<file path="src/rtl/fifo_queue.sv">
// rtl/fifo_queue.sv - synchronous FIFO queue with registered output, full/empty flags and overflow/underflow pulses
// Optional occupancy port `level` is present when FIFO_LEVEL_EN is defined.
module fifo_queue #(
  parameter int WIDTH = 8,
  parameter int DEPTH = 8,
  parameter int AW    = 3
) (
  input  logic             clock,
  input  logic             reset,
  input  logic             wn,
  input  logic             rn,
  input  logic [WIDTH-1:0] DATAIN,
  output logic [WIDTH-1:0] DATAOUT,
  output logic             full,
  output logic             empty,
  output logic             ovf,
  output logic             udf
`ifdef FIFO_LEVEL_EN
  ,
  output logic [AW:0]      level
`endif
);

  logic [WIDTH-1:0] mem [DEPTH];
  logic [AW-1:0]    wp;
  logic [AW-1:0]    rp;
  logic [AW:0]      cnt;
  logic [AW:0]      cnt_next;
  logic             push;
  logic             pop;

  // A write at full is still accepted when a read frees the head slot in the same edge.
  always_comb begin
    push     = wn && (!full || rn);
    pop      = rn && !empty;
    cnt_next = cnt;
    if (push && !pop) cnt_next = cnt + 1'b1;
    else if (pop && !push) cnt_next = cnt - 1'b1;
  end

  always_ff @(posedge clock) begin
    if (!reset) begin
      wp      <= '0;
      rp      <= '0;
      cnt     <= '0;
      DATAOUT <= '0;
      full    <= 1'b0;
      empty   <= 1'b1;
      ovf     <= 1'b0;
      udf     <= 1'b0;
    end else begin
      if (push) wp <= wp + 1'b1;
      if (pop) begin
        rp      <= rp + 1'b1;
        DATAOUT <= mem[rp];
      end
      cnt   <= cnt_next;
      full  <= (cnt_next == (AW+1)'(DEPTH));
      empty <= (cnt_next == '0);
      ovf   <= wn && full && !rn;
      udf   <= rn && empty;
    end
  end

  // Storage is deliberately left uncleared by reset.
  always_ff @(posedge clock) begin
    if (reset && push) mem[wp] <= DATAIN;
  end

`ifdef FIFO_LEVEL_EN
  assign level = cnt;
`endif

endmodule

</file>
<file path="config.mk">
export PLATFORM = sky130hd
export DESIGN_NAME = fifo_queue
export DESIGN_NICKNAME = d
export VERILOG_FILES = /design/src/rtl/fifo_queue.sv
export SDC_FILE = /design/constraint.sdc
export NUM_CORES = 1
export LEC_CHECK = 0
export ABC_AREA = 1
export BUFFER_PORTS_ARGS = -buffer_cell sky130_fd_sc_hd__buf_2
export CORE_UTILIZATION = 30
export DETAILED_ROUTE_END_ITERATION = 12
export SETUP_SLACK_MARGIN = 0.5
export SYNTH_ARGS = -nofsm -noshare
export SYNTH_HDL_FRONTEND = slang
export SYNTH_SLANG_ARGS = --single-unit
</file>
<file path="constraint.sdc">
create_clock -name clock -period 4.7 [get_ports clock]
set_clock_uncertainty 0.15 [all_clocks]
set_input_delay 0.47 -clock clock [delete_from_list [all_inputs] [get_ports clock]]
set_output_delay 0.47 -clock clock [all_outputs]
set_load 0.01 [all_outputs]
</file>
==> results_dict.tcl <==
set metrics [dict create \
    status "finished with violations" \
    violations "design-rule violations" \
    synth_cell_types 28 \
    path_class "input port to flop" \
    ys.flop_type "edfxtp_1" \
    cts_buffers 9 \
    synth_seq_cells 86 \
    netlist_area_um2 3500 \
    wl_per_cell_um 15.4 \
    grt-ovfl-total 0 \
    relSlewSlack_pct 28.5 \
    synth_area_leaders "edfxtp_1 55%, dfxtp_1 13%, o21ai_0 6.0%, nor2_1 4.7%, nand2_1 3.6%" \
    r2r-end "mem[3][1]" \
    synth_common_cells "64 x edfxtp_1, 44 x nor2_1, 42 x o21ai_0" \
    grt_max_degree 43 \
    finalSetupTns_ps 0 \
    worstHoldPathCells 1 \
    rsz0062_at_grt "false" \
    synth_top_area_share_pct 54.9 \
    synth-edff-count 64 \
    period_minus_slack_ps 1990 \
    syn_area_per_cell_um2 11.1 \
    firstDrtPassIters 8 \
    crit_arrival_ps 1800 \
    io_buffers 23 \
    placementRows 39 \
    grt_pass1_vias 2322 \
    max_freq_mhz 504 \
    vias_per_cell 4.72 \
    placed_cells 470 \
    die-area_um2 12100 \
    syn-num-nets 331 \
    dpl.hpwl_um 5100 \
    leakage_nw 1.49 \
    die_h_um 110 \
    antenna_left 0 \
    num_vias 2292 \
    dieWidth_um 110 \
    clkLatencyLatePin_ps 330 \
    async_flop_share_pct 0 \
    syn2layout_area_growth_pct 15.9 \
    root_buffer "clkbuf_16" \
    synth_most_common_cell "edfxtp_1" \
    antenna_found_initial 0 \
    path_max_fanout 16 \
    post_cts_buffers 0 \
    gp_congestion 0.771 \
    end_kind "flop" \
    drcViolationCount 2 \
    synthCells 315 \
    drv_slew 0 \
    regToRegSetupSlack_ps 2720 \
    reg2regPathDepth 5 \
    diodes 0 \
    setup_violations 0 \
    cts_sinks 86 \
    cts.clk_slew.worst_paths_ps 60 \
    cts.path.max_buffers 2 \
    drv_cap 0 \
    first_iter_violations 176 \
    power.total_mw 1.81 \
    initial_core_util_pct 30.7 \
    cts_tree "yes" \
    ys_warn_count 0 \
    hold_buffers 0 \
    hold_class "input port to flop" \
    nNetsFinal 354 \
    start_kind "input port" \
    final_layout_size_suffix_gt1_share_pct 15.5 \
    final_cells 486 \
    worstReg2RegStart "full" \
    ir_drop_mv 0.185 \
    holdPathEnd "mem[2][0]" \
    ys_seq_area_share_pct 67.5 \
    ctsResizeCount 0 \
    core_area_um2 11400 \
    worst_pin_slew_ps 1070 \
    io_pins 24 \
    grt_pass1_wl_um 12400 \
    grtUsageTotal_pct 14.1 \
    hp-start "DATAIN[0]" \
    fin_crit_sh_pct 42.2 \
    drt_wl_total_um 7480 \
    crit_required_ps 4510 \
    fillerInstances 1153 \
    h-tree-depth 3 \
    synth_area_leader_cell "edfxtp_1" \
    hold_viol_final 0 \
    power.density_nw_per_um2 446 \
]
==> state kept, by name, indices dropped and copies added (netlist names) <==
register,cells
rp,3
udf,1
mem,64
empty,1
ovf,1
wp,3
cnt,4
full,1
DATAOUT,8
==> per-stage QoR <==
stage                     instance area, um2  hold WS, ps  worst slack [ps]  utilization (%)
final                                   4060          304              2710             35.5
after detailed placement                3740          363              2350             32.8
after CTS                               4060          296              2690             35.5
after global placement                  3740          370              2390             32.8
after global routing                    4060          312              2470             35.5
after floorplan                         3500          325              2890                -
==> report_power, final <==
group | leakage, nW | internal [mW] | switching [mW] | total, mW
clock | 0.152 | 0.464 | 0.280 | 0.745
sequential | 0.759 | 0.844 | 0.0235 | 0.868
combinational | 0.583 | 0.0639 | 0.133 | 0.197
==> cell families after synthesis <==
family	after synthesis	share of synthesized area [%]
DFF	86	67.5
AOI/OAI and AO/OA	86	13.5
adders and majority gates	4	1.43
and+or+nand+nor	98	12.4
xor gates and xnor gates	2	0.500
buffers and inverters	39	4.61
==> critical path, stage by stage <==
cell,delay [ps]
buf_2,240
inv_1,170
nor2_1,170
nand2_1,170
nor2_1,560
==> layer usage <==
| metal | track usage [%] | share of wire (%) | up-vias |
|---|---|---|---|
| met5 | 0 | 0 | - |
| met4 | 7.43 | 2.3 | 0 |
| met3 | 2.41 | 6.2 | 13 |
| met2 | 19.9 | 44 | 63 |
| met1 | 20.6 | 48 | 1064 |
| li1 | - | - | 1152 |
==> cell usage in the layout, fill, tap and decap left out, drive strengths merged <==
cell type | netlist | final
xor2 | 1 | 1
dfxtp | 22 | 22
clkbuf | 4 | 10
buf | 8 | 24
nand2 | 37 | 37
edfxtp | 64 | 64
bufinv | 0 | 2
a21oi | 24 | 24
clkinv | 1 | 4
clkinvlp | 0 | 1
nor3b | 1 | 1
xnor2 | 1 | 1
nand4 | 1 | 1
ha | 4 | 4
o211ai | 16 | 16
nor2 | 46 | 46
o21ai | 46 | 46
nand3 | 9 | 9
inv | 26 | 26
nor3 | 4 | 4
==> how the worst max path moves through the flow <==
stage	from	endpoint	slack, ps	cells past startpoint
after floorplan	rn	mem[4][0]	2890	6
after global placement	reset	mem[3][2]	2390	5
after detailed placement	reset	mem[2][2]	2350	5
after CTS	rp[1]	DATAOUT[5]	2690	4
after global routing	rp[1]	DATAOUT[4]	2470	4
final	reset	mem[3][1]	2710	5
==> final cells by class <==
| type | instances | area (um2) | area share (%) |
|---|---|---|---|
| clock buffers | 10 | 229 | 5.64 |
| flip-flops and latches | 86 | 2360 | 58.2 |
| clock inverters | 6 | 86.3 | 2.13 |
| repair buffers | 24 | 123 | 3.02 |
| inverters | 27 | 101 | 2.50 |
| well taps | 143 | 179 | 4.41 |
| multi-input cells | 190 | 977 | 24.1 |
Note: power is estimated with default switching activity, not from simulation.
